==> src/rtl/axi_rd_arb_pkg.sv <==
// Shared definitions for the AXI read-channel arbiter: FSM encoding,
// master indices and AXI burst type constants.
package axi_rd_arb_pkg;

  typedef enum logic [1:0] {
    IDLE = 2'd0,
    ADDR = 2'd1,
    DATA = 2'd2
  } state_t;

  localparam logic M_ICACHE = 1'b0;
  localparam logic M_LSU    = 1'b1;

  localparam logic [1:0] FIXED = 2'b00;
  localparam logic [1:0] INCR  = 2'b01;

endpackage

==> src/rtl/arb_pick_2.sv <==
// Two-requester winner selection: fixed priority (LSU first) or round-robin
// against the previous grant. Purely combinational.
module arb_pick_2
  import axi_rd_arb_pkg::*;
#(
  parameter bit RR_EN = 1'b0
) (
  input  logic [1:0] req,
  input  logic       last,
  output logic       valid,
  output logic       win
);

  always_comb begin
    valid = |req;
    // A lone requester wins outright; only a tie consults the policy.
    if (req == 2'b11) begin
      win = RR_EN ? ~last : M_LSU;
    end else begin
      win = req[1];
    end
  end

endmodule

==> src/rtl/axi_rd_arbiter.sv <==
// Two-master AXI4 read arbiter (icache = master 0, LSU = master 1) sharing one
// downstream read port; the grant is held from AR issue to the last R beat.
// Define ARB_RR_EN for round-robin on ties; otherwise the LSU has priority.
module axi_rd_arbiter
  import axi_rd_arb_pkg::*;
#(
  parameter int ADDR_W = 32,
  parameter int DATA_W = 32,
  parameter int ID_W   = 4
) (
  input  logic              i_clock,
  input  logic              i_reset,
  input  logic              i_m0_arvalid,
  input  logic [ADDR_W-1:0] i_m0_araddr,
  input  logic [ID_W-1:0]   i_m0_arid,
  input  logic [7:0]        i_m0_arlen,
  input  logic [2:0]        i_m0_arsize,
  input  logic [1:0]        i_m0_arburst,
  output logic              o_m0_arready,
  output logic              o_m0_rvalid,
  output logic [DATA_W-1:0] o_m0_rdata,
  output logic [1:0]        o_m0_rresp,
  output logic [ID_W-1:0]   o_m0_rid,
  output logic              o_m0_rlast,
  input  logic              i_m0_rready,
  input  logic              i_m1_arvalid,
  input  logic [ADDR_W-1:0] i_m1_araddr,
  input  logic [ID_W-1:0]   i_m1_arid,
  input  logic [7:0]        i_m1_arlen,
  input  logic [2:0]        i_m1_arsize,
  input  logic [1:0]        i_m1_arburst,
  output logic              o_m1_arready,
  output logic              o_m1_rvalid,
  output logic [DATA_W-1:0] o_m1_rdata,
  output logic [1:0]        o_m1_rresp,
  output logic [ID_W-1:0]   o_m1_rid,
  output logic              o_m1_rlast,
  input  logic              i_m1_rready,
  output logic              o_s_arvalid,
  output logic [ADDR_W-1:0] o_s_araddr,
  output logic [ID_W-1:0]   o_s_arid,
  output logic [7:0]        o_s_arlen,
  output logic [2:0]        o_s_arsize,
  output logic [1:0]        o_s_arburst,
  input  logic              i_s_arready,
  input  logic              i_s_rvalid,
  input  logic [DATA_W-1:0] i_s_rdata,
  input  logic [1:0]        i_s_rresp,
  input  logic [ID_W-1:0]   i_s_rid,
  input  logic              i_s_rlast,
  output logic              o_s_rready,
  output logic              o_busy
);

`ifdef ARB_RR_EN
  localparam bit RR = 1'b1;
`else
  localparam bit RR = 1'b0;
`endif

  state_t     state_reg, state_next;
  logic       grant_reg, grant_next;
  logic       last_grant_reg, last_grant_next;
  logic [7:0] beat_cnt_reg, beat_cnt_next;
  logic       pick_valid, pick_win;

  arb_pick_2 #(.RR_EN(RR)) u_pick (
    .req   ({i_m1_arvalid, i_m0_arvalid}),
    .last  (last_grant_reg),
    .valid (pick_valid),
    .win   (pick_win)
  );

  always_ff @(posedge i_clock) begin
    if (i_reset) begin
      state_reg      <= IDLE;
      grant_reg      <= M_ICACHE;
      last_grant_reg <= M_ICACHE;
      beat_cnt_reg   <= 8'd0;
    end else begin
      state_reg      <= state_next;
      grant_reg      <= grant_next;
      last_grant_reg <= last_grant_next;
      beat_cnt_reg   <= beat_cnt_next;
    end
  end

  always_comb begin
    state_next      = state_reg;
    grant_next      = grant_reg;
    last_grant_next = last_grant_reg;
    beat_cnt_next   = beat_cnt_reg;
    case (state_reg)
      IDLE: begin
        if (pick_valid) begin
          grant_next = pick_win;
          state_next = ADDR;
        end
      end
      ADDR: begin
        if (o_s_arvalid && i_s_arready) begin
          beat_cnt_next = grant_reg ? i_m1_arlen : i_m0_arlen;
          state_next    = DATA;
        end
      end
      DATA: begin
        // rlast alone ends the burst; the counter is only a progress indicator.
        if (i_s_rvalid && o_s_rready) begin
          beat_cnt_next = beat_cnt_reg - 8'd1;
          if (i_s_rlast) begin
            beat_cnt_next   = 8'd0;
            last_grant_next = grant_reg;
            state_next      = IDLE;
          end
        end
      end
      default: state_next = IDLE;
    endcase
  end

  always_comb begin
    o_m0_arready = 1'b0;
    o_m1_arready = 1'b0;
    o_m0_rvalid  = 1'b0;
    o_m0_rdata   = '0;
    o_m0_rresp   = 2'b00;
    o_m0_rid     = '0;
    o_m0_rlast   = 1'b0;
    o_m1_rvalid  = 1'b0;
    o_m1_rdata   = '0;
    o_m1_rresp   = 2'b00;
    o_m1_rid     = '0;
    o_m1_rlast   = 1'b0;
    o_s_arvalid  = 1'b0;
    o_s_araddr   = '0;
    o_s_arid     = '0;
    o_s_arlen    = 8'd0;
    o_s_arsize   = 3'd0;
    o_s_arburst  = 2'b00;
    o_s_rready   = 1'b0;
    o_busy       = 1'b0;
    // Outputs are forced quiet during reset, whatever state the FSM was in.
    if (!i_reset) begin
      o_busy = (state_reg != IDLE);
      case (state_reg)
        ADDR: begin
          o_s_arvalid = grant_reg ? i_m1_arvalid : i_m0_arvalid;
          o_s_araddr  = grant_reg ? i_m1_araddr  : i_m0_araddr;
          o_s_arid    = grant_reg ? i_m1_arid    : i_m0_arid;
          o_s_arlen   = grant_reg ? i_m1_arlen   : i_m0_arlen;
          o_s_arsize  = grant_reg ? i_m1_arsize  : i_m0_arsize;
          o_s_arburst = grant_reg ? i_m1_arburst : i_m0_arburst;
          o_m0_arready = !grant_reg && i_s_arready;
          o_m1_arready =  grant_reg && i_s_arready;
        end
        DATA: begin
          o_s_rready = grant_reg ? i_m1_rready : i_m0_rready;
          if (grant_reg) begin
            o_m1_rvalid = i_s_rvalid;
            o_m1_rdata  = i_s_rdata;
            o_m1_rresp  = i_s_rresp;
            o_m1_rid    = i_s_rid;
            o_m1_rlast  = i_s_rlast;
          end else begin
            o_m0_rvalid = i_s_rvalid;
            o_m0_rdata  = i_s_rdata;
            o_m0_rresp  = i_s_rresp;
            o_m0_rid    = i_s_rid;
            o_m0_rlast  = i_s_rlast;
          end
        end
        default: ;
      endcase
    end
  end

endmodule

==> config.mk <==
export PLATFORM = sky130hd
export DESIGN_NAME = axi_rd_arbiter
export DESIGN_NICKNAME = d
export VERILOG_FILES = /design/src/rtl/axi_rd_arb_pkg.sv /design/src/rtl/arb_pick_2.sv /design/src/rtl/axi_rd_arbiter.sv
export SDC_FILE = /design/constraint.sdc
export NUM_CORES = 1
export LEC_CHECK = 0
export ABC_AREA = 1
export BUFFER_PORTS_ARGS = -buffer_cell sky130_fd_sc_hd__buf_4
export CAP_MARGIN = 40
export CORE_AREA = 2 2 107 109
export DETAILED_ROUTE_END_ITERATION = 8
export DIE_AREA = 0 0 109 111
export GPL_TIMING_DRIVEN = 1
export HOLD_SLACK_MARGIN = 0.05
export PLACE_DENSITY_LB_ADDON = 0.3
export SLEW_MARGIN = 10
export SYNTH_ARGS = -nofsm -noshare
export SYNTH_HDL_FRONTEND = slang
export SYNTH_SLANG_ARGS = --single-unit
==> constraint.sdc <==
create_clock -name i_clock -period 2.4 [get_ports i_clock]
set_input_delay 0.36 -clock i_clock [delete_from_list [all_inputs] [get_ports i_clock]]
set_output_delay 0.36 -clock i_clock [all_outputs]
set_load 0.02 [all_outputs]
==> impl_metrics.env <==
export IMPL_core_area_mm2=0.01108
export IMPL_clockPowerShare_pct=28.0
export IMPL_dieHeight_um=111
export IMPL_combPwrFrac_pct=65.4
export IMPL_routed_wl_um=9593
export IMPL_clock_sinks=3
export IMPL_wl_per_cell_um=13.03
export IMPL_portBuffers=278
export IMPL_largest_register_ffs=2
export IMPL_final_common_cell="buf_4"
export IMPL_p_switching_w=0.0003889
export IMPL_finalMaxSlewViolations=0
export IMPL_tns_ps=0
export IMPL_grt_max_degree=53
export IMPL_syn2layout_area_growth_pct=123.8
export IMPL_clock_fmax_ghz=0.4632
export IMPL_hold_class="in2reg"
export IMPL_worstSetupEndpointType="primary output"
export IMPL_cts_inserted_buffers=3
export IMPL_yosysTopAreaCellShare_pct=22.78
export IMPL_power_internal_w=0.0005540
export IMPL_gp_congestion=0.7915
export IMPL_synth_nets=485
export IMPL_seq_area_frac_synth_pct=3.376
export IMPL_syn_inst=340
export IMPL_grt_usage_pct=14.38
export IMPL_cts_resized=0
export IMPL_ir_drop_v=0.0001793
export IMPL_synth_simple_gate_area_share_pct=59.92
export IMPL_slew_headroom_pct=44.96
export IMPL_hold_viol=0
export IMPL_cap_violations=0
export IMPL_die_area_mm2=0.01210
export IMPL_rows=39
export IMPL_fin_util_pct=35.95
export IMPL_seqPwrFrac_pct=6.5
export IMPL_drt_iter0_markers=198
export IMPL_clockBufferDepth=2
export IMPL_root_buffer="clkbuf_16"
export IMPL_cp_start_kind="flip-flop"
export IMPL_outcome="complete, no violations"
export IMPL_synthMuxAreaShare_pct=0
export IMPL_yosysTopAreaCell="nand2_1"
export IMPL_cp_arrival_ps=1800
export IMPL_layout_drive_gt1_share_pct=56.16
export IMPL_fin_crit_ps=2159
export IMPL_drc=0
export IMPL_antenna_found_initial=0
export IMPL_synth_compound_area_share_pct=15.61
export IMPL_cts_tree="built"
export IMPL_ctsHtreeMaxLevel=1
export IMPL_overflow=0
export IMPL_synth_top_family_by_area="simple AND/OR/NAND/NOR gates"
export IMPL_insertedDiodeCount=0
export IMPL_skew_ps=1.998
export IMPL_cts_setup_buffers=0
export IMPL_rsz0062_at_grt="no"
export IMPL_io_pin_count=279
export IMPL_clkSlewWorstSetupHoldPaths_ps=30
export IMPL_synthAdderAreaFrac_pct=0
export IMPL_place_hpwl_um=7944
export IMPL_yosys_area_share_xor_xnor_pct=0
export IMPL_num_nets_final=739
export IMPL_switching_share_pct=41.25
export IMPL_synthesis_area_mm2=0.001779
export IMPL_ys_ff_latch=3
export IMPL_firstDrtPassIters=4
export IMPL_path_class="reg2out"
export IMPL_power_density_mw_per_mm2=236.7
export IMPL_fin_crit_sh_pct=89.96
export IMPL_clock_latency_ps=220
export IMPL_routed_via_density=4.250
export IMPL_leakage_nw=2.168
export IMPL_antenna_left=0
export IMPL_cts_hold_buffers=0
export IMPL_worstMarginPinSlew_ps=824.5
export IMPL_ys_warnings_count=0
export IMPL_die_w_um=109
export IMPL_ys_types=16
export IMPL_synthTopCellsByArea="nand2_1, nor3_2, a21oi_1, nor3_1, inv_1"
export IMPL_final_cell_mix="buf_4, nand2_1, a21oi_1, inv_1, nor3_1"
export IMPL_grt_pass1_wl_um=14190
export IMPL_setup_viol=0
export IMPL_grt_pass1_vias=2919
export IMPL_vias=3128
export IMPL_crit_required_ps=2040
export IMPL_avgSynthCellArea_um2=5.233
export IMPL_critPathMaxFanout=50
export IMPL_start_util_pct=16.06
[path summary, 6_finish.rpt]
check / slack [ps] / end / cells after the start / from
hold / removal: 350 / grant_reg / 2 / i_reset
setup reg to reg: 950 / state_reg[0] / 6 / grant_reg
hold reg to reg: 570 / grant_reg / 3 / state_reg[1]
setup / recovery: 240 / o_s_araddr[22] / 6 / state_reg[1]
[metrics by stage]
step                total power (W)  instances  setup slack (ps)  hold WS (ps)  area [µm²]
floorplan                 0.0003847        340             703.4         507.4        1779
global placement          0.0006796        732             453.5         547.1        3904
detailed placement        0.0006854        732             460.2         545.8        3904
CTS                       0.0009549        736             213.2         347.9        3983
global route               0.001012        736             117.1         361.9        3983
finish                    0.0009429        736             241.0         348.7        3983
[area by class of cell]
| class | count | area (µm²) |
|---|---|---|
| Fill cell | 1189 | 7094 |
| Multi-Input combinational cell | 256 | 1346 |
| Inverter | 46 | 172.7 |
| Sequential cell | 3 | 61.31 |
| Clock buffer | 4 | 78.83 |
| Timing Repair Buffer | 284 | 2145 |
| Tap cell | 143 | 178.9 |
[metal layers]
metal	up-vias	wire length, µm	global-route usage, %
li1	1589	-	-
met1	1361	3570	15.29
met2	172	4903	28.49
met3	6	1016	2.881
met4	0	102	2.564
met5	-	0	0
[synth_stat cells]
| cell | number |
|---|---|
| a21boi_0 | 1 |
| nor3_2 | 40 |
| o21ai_0 | 2 |
| inv_1 | 43 |
| a21oi_1 | 52 |
| buf_4 | 1 |
| buf_6 | 6 |
| nand3_1 | 2 |
| inv_2 | 3 |
| nor3_1 | 43 |
| nor2_1 | 6 |
| clkbuf_1 | 10 |
| dfxtp_1 | 3 |
| nand2_1 | 108 |
| buf_2 | 18 |
| or2_1 | 2 |
[power groups by stage]
stage | Sequential (W) | Combinational (W) | Clock [W]
final | 0.0000615 | 0.000617 | 0.000264
after global routing | 0.0000626 | 0.000674 | 0.000275
after CTS | 0.0000618 | 0.000625 | 0.000268
after global placement | 0.0000626 | 0.000617 | 0
after detailed placement | 0.0000625 | 0.000623 | 0
after floorplan | 0.0000572 | 0.000327 | 0
[worst max-delay path, cell delays in order, from the launching register on]
cell and delay, ps:
dfxtp_1 330, inv_1 50, nand2_1 130, nor2_1 90, inv_2 590, a21oi_1 140, buf_4 210
[logic make-up (layout without fill, tap and decap cells)]
family                 count (synthesis)  in the layout
AO/OA/AOI/OAI                         55             55
buffers and inverters                 81            334
flip-flops                             3              3
AND/OR/NAND/NOR                      201            201
Note: power is estimated with default switching activity, not from simulation.
